--- src/rtl/rx_pkt_pkg.sv ---
// Shared definitions for the UART receive packet parser.
// Holds the parser state encoding, error codes and the default header byte.
// Also provides the modulo-256 checksum step used when accumulating bytes.
package rx_pkt_pkg;

  // Parser states; HOLD keeps an accepted packet until the host acknowledges it.
  typedef enum logic [2:0] {
    IDLE    = 3'd0,
    LEN     = 3'd1,
    PAYLOAD = 3'd2,
    CSUM    = 3'd3,
    HOLD    = 3'd4
  } state_t;

  // Err_Code values; the code of the most recent rejection is kept.
  localparam logic [1:0] ERR_NONE = 2'd0;
  localparam logic [1:0] ERR_CSUM = 2'd1;
  localparam logic [1:0] ERR_LEN  = 2'd2;
  localparam logic [1:0] ERR_TMO  = 2'd3;

  // Start-of-packet marker used unless the instance overrides it.
  localparam logic [7:0] HDR_BYTE_DEF = 8'hAA;

  // One checksum step: 8-bit add with the carry dropped.
  function automatic logic [7:0] csum_add(input logic [7:0] acc, input logic [7:0] b);
    return acc + b;
  endfunction

endpackage

--- src/rtl/rx_pkt_buffer.sv ---
// Payload store: 2**AW x 8 register file, one synchronous write, one registered read.
// Latency: Rd_Data follows rd_addr by one clock; writes land on the clock edge.
// No backpressure; the storage array itself is not reset, only the read register.
module rx_pkt_buffer #(
  parameter int AW = 4
) (
  input  logic          CLK,
  input  logic          RSTn,
  input  logic          wr_en,
  input  logic [AW-1:0] wr_addr,
  input  logic [7:0]    wr_data,
  input  logic [AW-1:0] rd_addr,
  output logic [7:0]    rd_data
);

  // Sized to the full address space so any rd_addr indexes a real entry.
  localparam int DEPTH = 2 ** AW;

  logic [7:0] mem [DEPTH];

  // Storage write; contents are don't-care after reset.
  always_ff @(posedge CLK) begin
    if (wr_en) begin
      mem[wr_addr] <= wr_data;
    end
  end

  // Registered read port, cleared by reset so the output starts at zero.
  always_ff @(posedge CLK or negedge RSTn) begin
    if (!RSTn) begin
      rd_data <= 8'd0;
    end else begin
      rd_data <= mem[rd_addr];
    end
  end

endmodule

--- src/rtl/rx_packet_parser.sv ---
// Frames UART bytes into header/length/payload/checksum packets and buffers good payloads.
// Latency: Pkt_Valid rises the cycle after the checksum byte; Rd_Data is one cycle behind Rd_Addr.
// Backpressure: RX_En_Sig drops while a packet is held and returns the cycle after Pkt_Ack.
module rx_packet_parser
  import rx_pkt_pkg::*;
#(
  parameter logic [7:0] HDR_BYTE    = HDR_BYTE_DEF,
  parameter int         MAX_LEN     = 16,
  parameter int         TIMEOUT_CYC = 500000,
  parameter int         LW          = $clog2(MAX_LEN + 1),
  parameter int         AW          = $clog2(MAX_LEN)
) (
  input  logic          CLK,
  input  logic          RSTn,
  input  logic          RX_Done_Sig,
  input  logic [7:0]    RX_Data,
  output logic          RX_En_Sig,
  output logic          Pkt_Valid,
  output logic [LW-1:0] Pkt_Len,
  input  logic [AW-1:0] Rd_Addr,
  output logic [7:0]    Rd_Data,
  input  logic          Pkt_Ack,
  output logic          Err_Sig,
  output logic [1:0]    Err_Code
);

  // Inter-byte timer is wide enough to reach TIMEOUT_CYC-1.
  localparam int            TW        = $clog2(TIMEOUT_CYC);
  localparam logic [TW-1:0] TMO_LAST  = TW'(TIMEOUT_CYC - 1);
  localparam logic [7:0]    MAX_LEN_B = 8'(MAX_LEN);

  state_t        state;
  logic [7:0]    acc;
  logic [LW-1:0] cnt;
  logic [LW-1:0] cnt_nxt;
  logic [TW-1:0] tmo;
  logic          tmo_hit;
  logic          len_bad;
  logic          buf_wr;

  // Next payload index and the decisions that depend only on current inputs.
  always_comb begin
    cnt_nxt = cnt + LW'(1);
    tmo_hit = (tmo == TMO_LAST);
    len_bad = (RX_Data == 8'd0) || (RX_Data > MAX_LEN_B);
  end

  // Payload bytes go straight into the buffer; HOLD never writes, so the held packet is frozen.
  assign buf_wr = (state == PAYLOAD) && RX_Done_Sig;

  rx_pkt_buffer #(
    .AW (AW)
  ) u_buffer (
    .CLK     (CLK),
    .RSTn    (RSTn),
    .wr_en   (buf_wr),
    .wr_addr (cnt[AW-1:0]),
    .wr_data (RX_Data),
    .rd_addr (Rd_Addr),
    .rd_data (Rd_Data)
  );

  // Packet framing FSM with registered status outputs and the inter-byte timeout.
  always_ff @(posedge CLK or negedge RSTn) begin
    if (!RSTn) begin
      state     <= IDLE;
      acc       <= 8'd0;
      cnt       <= '0;
      tmo       <= '0;
      Pkt_Len   <= '0;
      Pkt_Valid <= 1'b0;
      RX_En_Sig <= 1'b1;
      Err_Sig   <= 1'b0;
      Err_Code  <= ERR_NONE;
    end else begin
      // Error strobe is a single-cycle pulse unless re-asserted below.
      Err_Sig <= 1'b0;

      case (state)
        IDLE: begin
          tmo <= '0;
          // Anything other than the header is line noise and dropped silently.
          if (RX_Done_Sig && (RX_Data == HDR_BYTE)) begin
            state <= LEN;
          end
        end

        LEN: begin
          if (RX_Done_Sig) begin
            tmo <= '0;
            if (len_bad) begin
              Err_Sig  <= 1'b1;
              Err_Code <= ERR_LEN;
              state    <= IDLE;
            end else begin
              Pkt_Len <= RX_Data[LW-1:0];
              cnt     <= '0;
              acc     <= RX_Data;
              state   <= PAYLOAD;
            end
          end else if (tmo_hit) begin
            tmo      <= '0;
            Err_Sig  <= 1'b1;
            Err_Code <= ERR_TMO;
            state    <= IDLE;
          end else begin
            tmo <= tmo + TW'(1);
          end
        end

        PAYLOAD: begin
          // A header value here is just data; there is no resynchronisation.
          if (RX_Done_Sig) begin
            tmo <= '0;
            acc <= csum_add(acc, RX_Data);
            cnt <= cnt_nxt;
            if (cnt_nxt == Pkt_Len) begin
              state <= CSUM;
            end
          end else if (tmo_hit) begin
            tmo      <= '0;
            Err_Sig  <= 1'b1;
            Err_Code <= ERR_TMO;
            state    <= IDLE;
          end else begin
            tmo <= tmo + TW'(1);
          end
        end

        CSUM: begin
          if (RX_Done_Sig) begin
            tmo <= '0;
            if (RX_Data == acc) begin
              Pkt_Valid <= 1'b1;
              RX_En_Sig <= 1'b0;
              state     <= HOLD;
            end else begin
              Err_Sig  <= 1'b1;
              Err_Code <= ERR_CSUM;
              state    <= IDLE;
            end
          end else if (tmo_hit) begin
            tmo      <= '0;
            Err_Sig  <= 1'b1;
            Err_Code <= ERR_TMO;
            state    <= IDLE;
          end else begin
            tmo <= tmo + TW'(1);
          end
        end

        HOLD: begin
          // Incoming bytes are ignored; only the host acknowledge releases the packet.
          tmo <= '0;
          if (Pkt_Ack) begin
            Pkt_Valid <= 1'b0;
            RX_En_Sig <= 1'b1;
            state     <= IDLE;
          end
        end

        default: begin
          state <= IDLE;
        end
      endcase
    end
  end

endmodule

--- config.mk ---
export PLATFORM = sky130hd
export DESIGN_NAME = rx_packet_parser
export DESIGN_NICKNAME = d
export VERILOG_FILES = /design/src/rtl/rx_pkt_pkg.sv /design/src/rtl/rx_pkt_buffer.sv /design/src/rtl/rx_packet_parser.sv
export SDC_FILE = /design/constraint.sdc
export NUM_CORES = 1
export LEC_CHECK = 0
export BUFFER_PORTS_ARGS = -buffer_cell sky130_fd_sc_hd__buf_2
export CAP_MARGIN = 5
export CORE_MARGIN = 5
export CORE_UTILIZATION = 65
export DETAILED_ROUTE_END_ITERATION = 12
export PLACE_DENSITY = 0.86
export SLEW_MARGIN = 20
export SYNTH_ARGS = -nofsm -noshare
export SYNTH_HDL_FRONTEND = slang
export SYNTH_SLANG_ARGS = --single-unit
--- constraint.sdc ---
create_clock -name CLK -period 5.65 [get_ports CLK]
set_clock_uncertainty 0.05 [all_clocks]
set_input_delay 1.13 -clock CLK [delete_from_list [all_inputs] [get_ports CLK]]
set_output_delay 1.13 -clock CLK [all_outputs]
set_load 0.01 [all_outputs]
## Word level (Yosys, flattened, before mapping)

Memory sizes are Yosys's and may differ from the RTL's. A register that Yosys moved wholly into a read port is not among the register bits.
Cells that the tools add are included.

| operators by class | value |
|---|---|
| bitwise logic cells | 1 |
| magnitude comparators | 1 |
| add/sub/neg operators | 3 |
| reductions and logical operators | 17 |
| equal/unequal tests | 19 |
| muxes and demuxes | 45 |

Operator list:

| kind | count |
|---|---|
| 2-to-1 mux 19 bit | 2 |
| one-hot mux 19 bit (2 select lines) | 1 |
| 2-to-1 mux 3 bit | 8 |
| 2-to-1 mux 8 bit | 3 |
| adder 19 x 1 -> 19 bit (second input constant) | 1 |
| == test 19 bit (second input constant) | 1 |
| != test 2 bit (second input constant) | 8 |
| one-hot mux 8 bit (2 select lines) | 1 |
| 2-to-1 mux 5 bit | 3 |
| one-hot mux 3 bit (5 select lines) | 1 |
| 2-to-1 mux 1 bit | 14 |
| 2-to-1 mux 2 bit | 7 |
| AND reduction 4 bit | 3 |
| one-hot mux 5 bit (2 select lines) | 1 |
| adder 8 bit | 1 |
| == test 8 bit | 1 |
| == test 8 bit (second input constant) | 1 |
| greater-than comparator 8 x 5 -> 1 bit (second input constant) | 1 |
| logical NOT 8 bit | 1 |
| == test 3 x 2 -> 1 bit (second input constant) | 2 |
| != test 3 bit (second input constant) | 2 |
| one-hot mux 2 bit (3 select lines) | 1 |
| AND reduction 3 bit | 2 |
| nonzero test 2 bit | 3 |
| 15 further kinds | 17 |

| storage, ports and cells | value |
|---|---|
| logic and storage cells | 96 |
| bits in writable memories | 128 |
| memories kept | 1 |
| flip-flop bits (word level) | 45 |

Memories:

| memory | words | width | read ports | clocked after Yosys merged registers in | write ports | RTL line | source |
|---|---|---|---|---|---|---|---|
| u_buffer.mem | 16 | 8 | 1 | 1 | 1 | rx_pkt_buffer.sv:19 | `logic [7:0] mem [DEPTH];` |

## Logic depth before layout (Yosys ltp)

Gate-level depths: netlist of run 1.

| logic depth | value |
|---|---|
| depth in word-level cells | 5 |
| depth in mapped cells | 9 |
| gate-level depth less buffers | 9 |

## By module

A second synthesis of run 1 with hierarchy kept.

| second synthesis, totals | value |
|---|---|
| cell total of the unflattened synthesis | 527 |
| area total of the unflattened synthesis | 7933.9 um^2 |

Modules (own cells, without submodules):

| module | area an instance (um^2) | times used | cells each |
|---|---|---|---|
| rx_pkt_buffer | 5187.5 | 1 | 229 |
| rx_packet_parser | 2746.4 | 1 | 298 |

## Worst setup path before layout of run 1

OpenSTA, ideal clock, no wires.

| timing path | value |
|---|---|
| path kind | input to register |
| from | input Rd_Addr[0] |
| to | register u_buffer.rd_data[0], read port of u_buffer.mem |
| slack | 2.842 ns |
| library setup time | 0.138 ns |
| stages on the path | 4 |
| data required time | 5.462 ns |
| arrival | 2.620 ns |
| cell sequence | clkbuf_1 > buf_2 > mux4_2 > mux4_2 |

RTL lines:

| element | RTL line | source |
|---|---|---|
| start: declaration | rx_packet_parser.sv:20 | `input logic [AW-1:0] Rd_Addr,` |
| end: declaration | rx_pkt_buffer.sv:13 | `output logic [7:0] rd_data` |

## Worst setup path after layout of run 1

| timing path | value |
|---|---|
| from | input RX_Data[0] |
| to | register acc[7] |

| on the way | value |
|---|---|
| word-level cells in the longest chain between the ends | 4 |
| elaborated cells on any way between the ends | 8 |
| classes of those cells | 1 x add/sub; 1 x order compare; 1 x eq/ne; 2 x mux; 3 x reduce/logical |

Ends and longest elaborated chain:

| element | RTL line | source |
|---|---|---|
| start: declaration | rx_packet_parser.sv:16 | `input logic [7:0] RX_Data,` |
| greater-than comparator 8 x 5 -> 1 bit or logical NOT 8 bit (tied branches) | rx_packet_parser.sv:45 | `len_bad = (RX_Data == 8'd0) \|\| (RX_Data > MAX_LEN_B);` |
| logical OR 1 bit | rx_packet_parser.sv:45 |  |
| != test 2 bit (no line) | -- |  |
| AND reduction 4 bit (no line) | -- |  |
| end signal: assignment | rx_packet_parser.sv:98 | `acc <= RX_Data;` |
| end signal: assignment | rx_packet_parser.sv:115 | `acc <= csum_add(acc, RX_Data);` |
| end: declaration | rx_packet_parser.sv:33 | `logic [7:0] acc;` |

Parallel ways exist; a longest one is shown, timed or not. The select of a mux whose other input is x is not followed.
A chain may end at the register's enable or synchronous reset.

==> impl_metrics.ini, run 1 <==
[timing]
worstMarginPinSlew_ns = 1.12
period_needed_ns = 3.13
period_share = 0.554
max_freq_ghz = 0.320
holdWs_ns = 0.472
finalHoldViolations = 0
max_slew_margin = 0.253
rsz0062_at_grt = false
tns_ns = 0
maxSlewViolCount = 0
setup_viol = 0

[yosys]
syn_area_per_cell_um2 = 16.0
synth-seq-cells = 181
syn_area_um2 = 7720
synthDistinctLibCells = 56
synth_cells = 484
async_flop_share = 0.293
synth_ff_type = edfxtp_1
seq_area_frac_synth = 0.670
synth-edff-count = 128
synth_fp_nets = 513
ys_warn_count = 0

[drt]
highest_layer = met4
detail-route-antenna-nets = 0
via_per_inst = 6.59
routed_wl_um = 16700
met1_length_um = 6310
vias = 4450
drtIter0Drc = 415
firstDrtPassIters = 6
drc = 0
routed-wl-met2_um = 8630
met3_length_um = 1220
wire_per_inst_um = 24.7

[critical_path]
crit_arrival_ns = 3.39
worstSetupPathType = input port to flop
end_kind = flop
crit_fanout = 21
worstRegToRegCells = 3
startpoint_type = input port
crit_required_ns = 5.91

[global_route]
antenna_found_initial = 0
grt_max_degree = 54
grt-ovfl-total = 0
grt_pass1_vias = 4457
grt_usage = 0.247
grt_pass1_wl_um = 25500

[die]
start_util = 0.671
die_h_um = 119
fp.dieW_um = 119
die_area_um2 = 14200
rows = 39
ios = 34
core_area_um2 = 11500

[power]
ir_drop_mv = 0.197
powerDensity_nw_per_um2 = 334
p_leak_uw = 0.00313

[run_status]
status = finished clean

[place]
port_buffers = 33
dp_cells = 643
finalWeightedCongestion = 0.893
dp_hpwl_um = 10100

[clock_tree]
clk_pin_slew_ns = 0.06
clk_path_buf_depth = 2
clk_latency_ns = 0.43
cts_tree = yes
cts_root_buf = clkbuf_16
cts_buffers = 17
cts-htree-levels = 4
post_cts_resized = 0
clock_sinks = 181
cts_setup_buffers = 0
cts_hold_buffers = 0

[finish]
fin_cells = 675
antennaDiodeCount = 0
drive_above_1_share = 0.207
nets = 548
layout_common_cells = edfxtp_1, dfrtp_1, mux4_2
final_common_cell = edfxtp_1
fin_util = 0.744
syn2layout_area_growth_pct = 10.9

[job]
drv_cap = 0

[hold_path]
hold-path-cell-count = 2
min_path_type = flop to flop
[routing by layer]
layer  GRT usage  up-vias
met2       0.409      218
met4      0.0912        0
met3      0.0616       46
li1            -     1936
met1       0.322     2250
met5           0        -
[registers in the layout, indices dropped and copies added, names as in the netlist]
signal / count
Err_Code: 2
Err_Sig: 1
Pkt_Len: 5
Pkt_Valid: 1
RX_En_Sig: 1
acc: 8
cnt: 5
state: 3
tmo: 19
u_buffer.mem: 128
u_buffer.rd_data: 8
[path summary, 6_finish.rpt]
path,from,to,slack [ns]
hold / removal,Pkt_Valid$_DFFE_PN0P_,Pkt_Valid$_DFFE_PN0P_,0.47
setup reg to reg,state[2]$_DFFE_PN0P_,u_buffer.mem[15][1]$_DFFE_PP_,3.04
min in group asynchronous,RSTn,u_buffer.rd_data[3]$_DFF_PN0_,0.77
hold reg to reg,Pkt_Valid$_DFFE_PN0P_,Pkt_Valid$_DFFE_PN0P_,0.47
max in group asynchronous,RSTn,acc[2]$_DFFE_PN0P_,4.26
setup / recovery,RX_Data[0],acc[7]$_DFFE_PN0P_,2.52
[kinds of logic (layout without fill, tap and decap cells)]
family          after synthesis  after routing  synth area share
simple gates                134            134            0.0907
compound gates               50             50            0.0407
flops                       181            181             0.670
fa+ha+maj                    13             13            0.0220
xor+xnor                     28             28            0.0318
buf+inv                      29             77            0.0164
mux                          49             49             0.129
[worst max-delay path: stages]
cell and delay, ns:
buf_2 0.22, nor4_1 0.36, xnor2_1 0.21, a31oi_1 0.16, nor2_1 0.86, o21ai_0 0.22, a22o_1 0.24
[per-stage QoR]
stage                     power, uW  setup slack, ns  cell area [um^2]
final                          2860             2.52              8570
after global routing           2970             2.41              8570
after CTS                      2870             2.55              8560
after detailed placement       1750             2.08              7990
after global placement         1740             2.22              7990
after floorplan                1670             2.84              7720
[Yosys cell counts, drive strengths merged, types with 4 or more instances]
library cell  number  share of area
xor2              16          0.018
and3              14          0.012
nor2b              6         0.0049
nand3             15          0.010
edfxtp           128           0.50
and2              10         0.0081
mux4              40           0.12
o21ai             12         0.0078
nand2             21          0.010
nand4              5         0.0040
or3                4         0.0032
nor4               4         0.0032
nor3               6         0.0039
clkbuf             6         0.0029
dfrtp             52           0.17
a31oi              5         0.0040
buf               12         0.0081
xnor2             12          0.014
mux2i              5         0.0065
inv               11         0.0053
mux2               4         0.0058
ha                12          0.019
a21oi             16          0.010
nor2              38          0.018
[final cells by class]
class,instances,area [um^2]
Sequential cell,181,5170
Fill cell,665,2950
Multi-Input combinational cell,274,2430
Clock buffer,21,460
Tap cell,143,179
Timing Repair Buffer,34,175
Clock inverter,11,108
Inverter,11,41.3
[power breakdown]
part           switching [uW]  internal (uW)  total [uW]
registers                23.7           1450        1480
logic                     144            108         252
clock network             465            667        1130
total                     632           2230        2860
Power figures use the tool's default switching activity.
==> run 2: changes to the inputs <==
CORE_UTILIZATION = 61   (was 65)
PLACE_DENSITY = 0.82   (was 0.86)
clock period = 3.1 ns   (was 5.65 ns; I/O delays follow)
==> impl_metrics.ini, run 2 (same netlist as run 1, synthesis figures left out) <==
[critical_path]
worstRegToRegCells = 4
cp_num_buf_inv = 1
worstPathCellList = buf_2 > ha_1 > nor4_1 > nand4_1 > a21o_1 > o311ai_0 > a221oi_1
startpoint_type = input port
r2r_end = u_buffer.mem[3][6]$_DFFE_PP_
cpPeakStageDelay_ns = 0.54
crit_path_top_delay_cell = nor4_1
crit_required_ns = 3.33
worstSetupPathType = input port to flop
critPathTopFamily = simple AND/OR/NAND/NOR gates
crit_fanout = 21
end_kind = flop
r2r_setup_slack_ns = 0.72
rr_startpoint = state[1]$_DFFE_PN0P_
crit_arrival_ns = 2.71

[place]
port_buffers = 33
dpl_worst_slack_ns = 0.274
dp_hpwl_um = 10900
finalWeightedCongestion = 0.942

[finish]
layout_common_cells = edfxtp_1, dfrtp_1, mux4_2
syn2layout_area_growth_pct = 12.1
drive_above_1_share = 0.226
fillers = 833
antennaDiodeCount = 0
top_regs = u_buffer.mem: 128 flops, tmo: 19 flops
nets = 557
regMostFlops = u_buffer.mem
largest_reg_flops = 128
final_common_cell = edfxtp_1
fin_util = 0.692

[timing]
setup_viol = 0
finalHoldViolations = 0
period_needed_ns = 2.48
max_slew_margin = 0.453
worstMarginPinSlew_ns = 0.817
maxSlewViolCount = 0
period_share = 0.800
rsz0062_at_grt = false
tns_ns = 0
max_freq_ghz = 0.403
fin_ws_ns = 0.620

[die]
die_h_um = 123
start_util = 0.617
die_area_um2 = 15000
rows = 41
ios = 34
fp.dieW_um = 123
core_area_um2 = 12500

[clock_tree]
clk_pin_slew_ns = 0.07
cts_setup_buffers = 0
clock_sinks = 181
cts_buffers = 17
cts-htree-levels = 4
clk_latency_ns = 0.42
cts_root_buf = clkbuf_16
post_cts_resized = 0
clk_path_buf_depth = 2
cts_hold_buffers = 0
cts_tree = yes

[drt]
wire_per_inst_um = 23.9
drtIter0Drc = 501
via_per_inst = 6.28
routed_wl_um = 17000
vias = 4476
drc = 0
detail-route-antenna-nets = 0
firstDrtPassIters = 5

[job]
drv_cap = 0

[global_route]
grt_usage = 0.246
grt_pass1_wl_um = 26100
grt_max_degree = 33
grt_pass1_vias = 4507
antenna_found_initial = 0
grt-ovfl-total = 0

[power]
power.total_uw = 5160
p_leak_uw = 0.00315
ir_drop_mv = 0.407
powerDensity_nw_per_um2 = 596

[run_status]
status = finished clean

[hold_path]
min_path_type = input port to async pin
-- run 2: cell count changes in the layout (fill, tap and decap cells not counted), moves of 2 or more --
cell        delta
buf_4          +7
clkinv_1       -4
clkinvlp_4     +4
clkbuf_8       -2
inv_6          +2
-- run 2: worst max path at each step --
| stage | start | to | slack, ns | depth (start not counted) |
|---|---|---|---|---|
| after floorplan | Rd_Addr[0] | u_buffer.rd_data[0]$_DFF_PN0_ | 0.80 | 4 |
| after global placement | RX_Data[0] | acc[6]$_DFFE_PN0P_ | 0.45 | 10 |
| after detailed placement | RX_Data[4] | Err_Code[0]$_DFFE_PN0P_ | 0.27 | 7 |
| after CTS | tmo[0]$_DFFE_PN0P_ | tmo[16]$_DFFE_PN0P_ | 0.42 | 7 |
| after global routing | RX_Data[2] | Err_Code[0]$_DFFE_PN0P_ | 0.54 | 7 |
| final | RX_Data[4] | Err_Code[0]$_DFFE_PN0P_ | 0.62 | 7 |
-- run 2: layout make-up --
| cell class | count | area (um^2) | share of cell area |
|---|---|---|---|
| repair buffers | 43 | 253 | 0.0292 |
| well taps | 172 | 215 | 0.0249 |
| multi-input cells | 274 | 2430 | 0.281 |
| inverters | 11 | 41.3 | 0.00477 |
| clock inverters | 12 | 106 | 0.0123 |
| clock buffers | 20 | 437 | 0.0504 |
| flip-flops and latches | 181 | 5170 | 0.597 |
-- run 2: worst reg2reg max path, stage by stage (launching register included) --
cell and delay (ns):
dfrtp_1 0.51, nor2b_1 0.28, nand2_1 0.22, nor3_1 0.33, and2_1 0.63
-- run 2: per-stage QoR --
stage,std cells,instance area (um^2),hold WS (ns)
after floorplan,484,7720,0.274
after global placement,681,8110,0.432
after detailed placement,681,8110,0.438
after CTS,713,8650,0.249
after global routing,713,8660,0.271
final,713,8660,0.240
-- run 2: power breakdown --
group | switching [uW] | leakage, uW | internal, uW
Combinational | 271 | 0.00104 | 205
Clock | 887 | 0.000257 | 1110
Sequential | 40.3 | 0.00185 | 2650
Total | 1200 | 0.00315 | 3960
-- run 2: metal layers --
metal,wire (um),GRT usage
met5,0,0
met4,308,0.0770
met3,1170,0.0525
met2,8870,0.414
met1,6670,0.326
